==> src/rtl/cpu_types.sv <==
// Shared pipeline types: control bundle, load funct3 codes and extension helpers.
package cpu_types;

  typedef struct packed {
    logic regwrite;
    logic memread;
    logic memwrite;
    logic memtoreg;
  } ctrl_t;

  localparam logic [2:0] LB  = 3'b000;
  localparam logic [2:0] LH  = 3'b001;
  localparam logic [2:0] LW  = 3'b010;
  localparam logic [2:0] LBU = 3'b100;
  localparam logic [2:0] LHU = 3'b101;

  function automatic logic [31:0] sext8(input logic [7:0] b);
    return {{24{b[7]}}, b};
  endfunction

  function automatic logic [31:0] sext16(input logic [15:0] h);
    return {{16{h[15]}}, h};
  endfunction

endpackage

==> src/rtl/load_formatter.sv <==
// Combinational load-data formatter: lane select, sign/zero extension and alignment fault.
module load_formatter
  import cpu_types::*;
(
  input  logic [2:0]  funct3_i,
  input  logic [1:0]  off_i,
  input  logic [31:0] word_i,
  output logic [31:0] data_o,
  output logic        fault_o
);

  logic [7:0]  byte_s;
  logic [15:0] half_s;

  assign byte_s = word_i[{off_i, 3'b000} +: 8];
  assign half_s = off_i[1] ? word_i[31:16] : word_i[15:0];

  // Width/sign decode; undefined load codes fault and return zero.
  always_comb begin
    data_o  = 32'd0;
    fault_o = 1'b0;
    case (funct3_i)
      LB:  data_o = sext8(byte_s);
      LBU: data_o = {24'd0, byte_s};
      LH: begin
        data_o  = sext16(half_s);
        fault_o = off_i[0];
      end
      LHU: begin
        data_o  = {16'd0, half_s};
        fault_o = off_i[0];
      end
      LW: begin
        data_o  = word_i;
        fault_o = (off_i != 2'd0);
      end
      default: begin
        data_o  = 32'd0;
        fault_o = 1'b1;
      end
    endcase
  end

endmodule

==> src/rtl/mem_wb_stage.sv <==
// MEM/WB pipeline register with load formatting, register-file write port and retire counter.
module mem_wb_stage
  import cpu_types::*;
#(
  parameter int RETIRE_CNT_W = 32
) (
  input  logic                    clk,
  input  logic                    rst,
  input  ctrl_t                   mem_ctrl_in,
  input  logic                    mem_valid_in,
  input  logic [31:0]             mem_alu_in,
  input  logic [31:0]             mem_rdata_in,
  input  logic [4:0]              mem_rd_in,
  input  logic [2:0]              mem_funct3_in,
  input  logic                    stall,
  input  logic                    flush,
  output logic                    wb_we,
  output logic [4:0]              wb_rd,
  output logic [31:0]             wb_wdata,
  output logic                    wb_load_fault,
  output logic [RETIRE_CNT_W-1:0] retire_count
);

  logic                    valid_q, valid_d;
  logic                    regwrite_q, regwrite_d;
  logic                    memread_q, memread_d;
  logic                    memtoreg_q, memtoreg_d;
  logic [31:0]             alu_q, alu_d;
  logic [31:0]             rdata_q, rdata_d;
  logic [4:0]              rd_q, rd_d;
  logic [2:0]              funct3_q, funct3_d;
  logic [RETIRE_CNT_W-1:0] cnt_q, cnt_d;

  logic [31:0] fmt_data_s;
  logic        fmt_fault_s;
  logic        retire_s;
  logic        unused_ctrl_s;

  // Stores are handled upstream; memwrite is not needed in WB.
  assign unused_ctrl_s = mem_ctrl_in.memwrite;

  load_formatter u_fmt (
    .funct3_i (funct3_q),
    .off_i    (alu_q[1:0]),
    .word_i   (rdata_q),
    .data_o   (fmt_data_s),
    .fault_o  (fmt_fault_s)
  );

  assign wb_load_fault = valid_q & memread_q & fmt_fault_s;
  assign wb_wdata      = wb_load_fault ? 32'd0 : (memtoreg_q ? fmt_data_s : alu_q);
  assign wb_rd         = rd_q;
  assign wb_we         = valid_q & regwrite_q & (rd_q != 5'd0) & ~wb_load_fault;
  assign retire_s      = valid_q & ~wb_load_fault & ~stall;
  assign retire_count  = cnt_q;

  // Pipeline-register next state: flush kills the slot, stall holds, otherwise capture.
  always_comb begin
    valid_d    = valid_q;
    regwrite_d = regwrite_q;
    memread_d  = memread_q;
    memtoreg_d = memtoreg_q;
    alu_d      = alu_q;
    rdata_d    = rdata_q;
    rd_d       = rd_q;
    funct3_d   = funct3_q;
    if (flush) begin
      valid_d = 1'b0;
    end else if (!stall) begin
      valid_d    = mem_valid_in;
      regwrite_d = mem_ctrl_in.regwrite;
      memread_d  = mem_ctrl_in.memread;
      memtoreg_d = mem_ctrl_in.memtoreg;
      alu_d      = mem_alu_in;
      rdata_d    = mem_rdata_in;
      rd_d       = mem_rd_in;
      funct3_d   = mem_funct3_in;
    end else begin
      valid_d = valid_q;
    end
  end

  // Retire counter next state; a stalled entry is counted only when it finally leaves.
  always_comb begin
    if (retire_s) begin
      cnt_d = cnt_q + RETIRE_CNT_W'(1);
    end else begin
      cnt_d = cnt_q;
    end
  end

  // State registers with synchronous reset overriding flush and stall.
  always_ff @(posedge clk) begin
    if (rst) begin
      valid_q    <= 1'b0;
      regwrite_q <= 1'b0;
      memread_q  <= 1'b0;
      memtoreg_q <= 1'b0;
      alu_q      <= 32'd0;
      rdata_q    <= 32'd0;
      rd_q       <= 5'd0;
      funct3_q   <= 3'd0;
      cnt_q      <= '0;
    end else begin
      valid_q    <= valid_d;
      regwrite_q <= regwrite_d;
      memread_q  <= memread_d;
      memtoreg_q <= memtoreg_d;
      alu_q      <= alu_d;
      rdata_q    <= rdata_d;
      rd_q       <= rd_d;
      funct3_q   <= funct3_d;
      cnt_q      <= cnt_d;
    end
  end

endmodule

==> config.mk <==
export PLATFORM = sky130hd
export DESIGN_NAME = mem_wb_stage
export DESIGN_NICKNAME = d
export VERILOG_FILES = /design/src/rtl/cpu_types.sv /design/src/rtl/load_formatter.sv /design/src/rtl/mem_wb_stage.sv
export SDC_FILE = /design/constraint.sdc
export NUM_CORES = 1
export LEC_CHECK = 0
export CORE_MARGIN = 8
export CORE_UTILIZATION = 40
export DETAILED_ROUTE_END_ITERATION = 16
export PLACE_DENSITY = 0.74
export SKIP_CTS_REPAIR_TIMING = 1
export SYNTH_ARGS = -nofsm -noshare
export SYNTH_HDL_FRONTEND = slang
export SYNTH_SLANG_ARGS = --single-unit
==> constraint.sdc <==
create_clock -name clk -period 5.3 [get_ports clk]
set_clock_uncertainty 0.1 [all_clocks]
set_input_delay 0.53 -clock clk [delete_from_list [all_inputs] [get_ports clk]]
set_output_delay 0.53 -clock clk [all_outputs]
set_load 0.005 [all_outputs]
==> flow_summary.yaml <==
timing:
  post-route-period-util: 0.752
  slew_violations: 0
  setup-violations-final: 0
  fmax_ghz: 0.251
  rsz0062_at_grt: "false"
  setup_ws_ns: 1.32
  post-route-min-period_ns: 3.98
  finalHoldViolCount: 0
  worstMarginPinSlew_ns: 1.17
  setup_tns_ns: 0
  slew_headroom: 0.222
critical_path:
  path_common_cell: "a221oi_1"
  cp.required_ns: 4.67
  crit_chain: "inv_1, nor3_1, a221oi_1, a221oi_1, clkdlybuf4s50_1"
  cp-startpoint: "alu_q[1]$_SDFFE_PP0P_"
  arrival_ns: 3.35
  slowest_delay_ns: 0.85
  worstReg2RegStart: "valid_q$_SDFFE_PP0N_"
  startpoint_type: "flop"
  path_max_fanout: 17
  crit_slowest_cell: "dfxtp_1"
  cp-end-kind: "output pin"
  ff2ff_path_depth: 4
  worstSetupPathType: "reg2out"
layout:
  final_core_util: 0.556
  area_growth_pct: 34.6
  drive_above_1_share: 0.0431
  fillerInstances: 1170
  fin_nets: 845
  final_common_cell: "nand2_1"
  layout_common_cells: "165 x nand2_1, 149 x clkdlybuf4s50_1, 108 x dfxtp_1"
synthesis:
  synth_nets: 732
  ys_types: 51
  ys_seq_area_frac: 0.413
  syn_area_per_cell_um2: 8.04
  netlist_area_mm2: 0.00523
  synth_edf_count: 0
  synthFlopType: "dfxtp_1"
  syn_inst: 650
  async_flop_share: 0
  synth-seq-cells: 108
  yosys_warnings: 0
pwr:
  cellLeakagePower_uw: 0.00231
  power_uw: 1740
  max-vdd-ir-drop_v: 0.000158
  powerDensity_mw_per_mm2: 247
clock_network:
  cts_buffers: 9
  clock_latency_ns: 0.35
  cts_max_level: 3
  cts.sinks: 108
  cts_tree: "yes"
  clk_pin_slew_ns: 0.07
  clockBufferDepth: 2
  root_buffer: "clkbuf_16"
detailed_routing:
  route.detailed.drc: 0
  drt_iter0_drc: 508
  via_per_inst: 5.67
  vias: 5321
  dr.pass1.iters: 5
  ant_nets: 0
  wl_um: 16700
  routedWlPerCell_um: 17.8
grt:
  antenna_found_initial: 1
  first_global_vias: 5240
  grtUsageTotal: 0.195
  grt-ovfl-total: 0
  grt_pass1_wl_um: 26200
  grt_max_degree: 119
place:
  port_buffers: 150
  gp_congestion: 0.887
  dp_hpwl_um: 12300
  place_ws_ns: 1.76
die:
  initial_utilization: 0.413
  die_x_um: 130
  placementRows: 41
  die_h_um: 130
  core_mm2: 0.0127
  ios: 152
  die_area_mm2: 0.0170
hold_path:
  min_path_cells: 2
  hold_class: "reg2reg"
  min_from: "alu_q[15]$_SDFFE_PP0P_"
outcome:
  outcome: "finished, final reports clean"
run:
  drv_cap: 0
-- sequential cells by signal (all words and copies together), names as in the netlist --
register	count
retire_count	32
funct3_q	3
valid_q	1
alu_q	32
memread_q	1
memtoreg_q	1
wb_rd	5
rdata_q	32
regwrite_q	1
-- worst max-delay path: cells and delay by family, from the launching register on --
kind / cells / cell delay [ns]
flops: 1 / 0.85
buf+inv: 2 / 0.77
simple gates: 1 / 0.77
compound gates: 2 / 0.60
-- layout make-up --
cell class | instances | area [um^2] | area share
Inverter | 4 | 15.0 | 0.00213
Multi-Input combinational cell | 486 | 2840 | 0.404
Tap cell | 172 | 215 | 0.0306
Clock buffer | 11 | 233 | 0.0331
Sequential cell | 108 | 2160 | 0.307
Antenna cell | 1 | 2.50 | 0.000355
Timing Repair Buffer | 154 | 1530 | 0.217
Clock inverter | 3 | 40.0 | 0.00569
-- where the power goes --
| part | internal (uW) | total (uW) | switching [uW] |
|---|---|---|---|
| registers | 838 | 866 | 27.8 |
| logic | 121 | 228 | 107 |
| clock network | 360 | 649 | 288 |
-- metal layers --
metal | up-vias | routed length [um] | part of all wire | global-route usage
li1 | 2569 | - | - | -
met1 | 2497 | 6860 | 0.41 | 0.230
met2 | 219 | 8140 | 0.49 | 0.326
met3 | 36 | 1310 | 0.078 | 0.0526
met4 | 0 | 435 | 0.026 | 0.0864
met5 | - | 0 | 0 | 0
-- synth_stat cells, drive strengths merged, types with 2 or more instances --
library cell | number | area, um^2
nor2b | 13 | 81.3
nand2 | 165 | 619
o2bb2ai | 31 | 272
and3 | 6 | 37.5
nor3 | 4 | 25.0
a311oi | 2 | 17.5
xor2 | 3 | 26.3
nor4 | 9 | 56.3
or3 | 5 | 31.3
or4 | 13 | 97.6
clkbuf | 36 | 136
mux2i | 5 | 50.1
nor4b | 2 | 17.5
a22oi | 16 | 120
a21oi | 93 | 465
and4 | 5 | 43.8
a222oi | 6 | 60.1
buf | 16 | 82.6
nor2 | 23 | 86.3
nand3 | 8 | 52.6
o21ai | 6 | 30.0
dfxtp | 108 | 2160
a221oi | 9 | 78.8
mux2 | 17 | 191
inv | 4 | 15.0
and2 | 4 | 25.0
o31ai | 13 | 97.6
o211ai | 2 | 20.0
nand4 | 13 | 87.6
-- stage by stage --
step                      cells  hold slack (ns)  area [um^2]
after floorplan             650            0.336         5230
after global placement      924            0.343         6760
after detailed placement    924            0.348         6760
after CTS                   938            0.358         7040
after global routing        939            0.376         7040
final                       939            0.357         7040
-- worst paths after layout --
kind	endpoint	slack, ns
max	wb_wdata[1]	1.32
max reg2reg	retire_count[28]$_SDFFE_PP0P_	2.65
min	alu_q[15]$_SDFFE_PP0P_	0.36
min reg2reg	alu_q[15]$_SDFFE_PP0P_	0.36
-- kinds of logic after synthesis --
kind of cell,count (synthesis),synth area share
AO/OA/AOI/OAI,184,0.235
multiplexers,23,0.0505
buffers and inverters,56,0.0447
AND/OR/NAND/NOR,275,0.248
XOR/XNOR,3,0.00503
adder cells (fa/ha/maj),1,0.00239
flip-flops,108,0.413
Power figures use the tool's default switching activity.
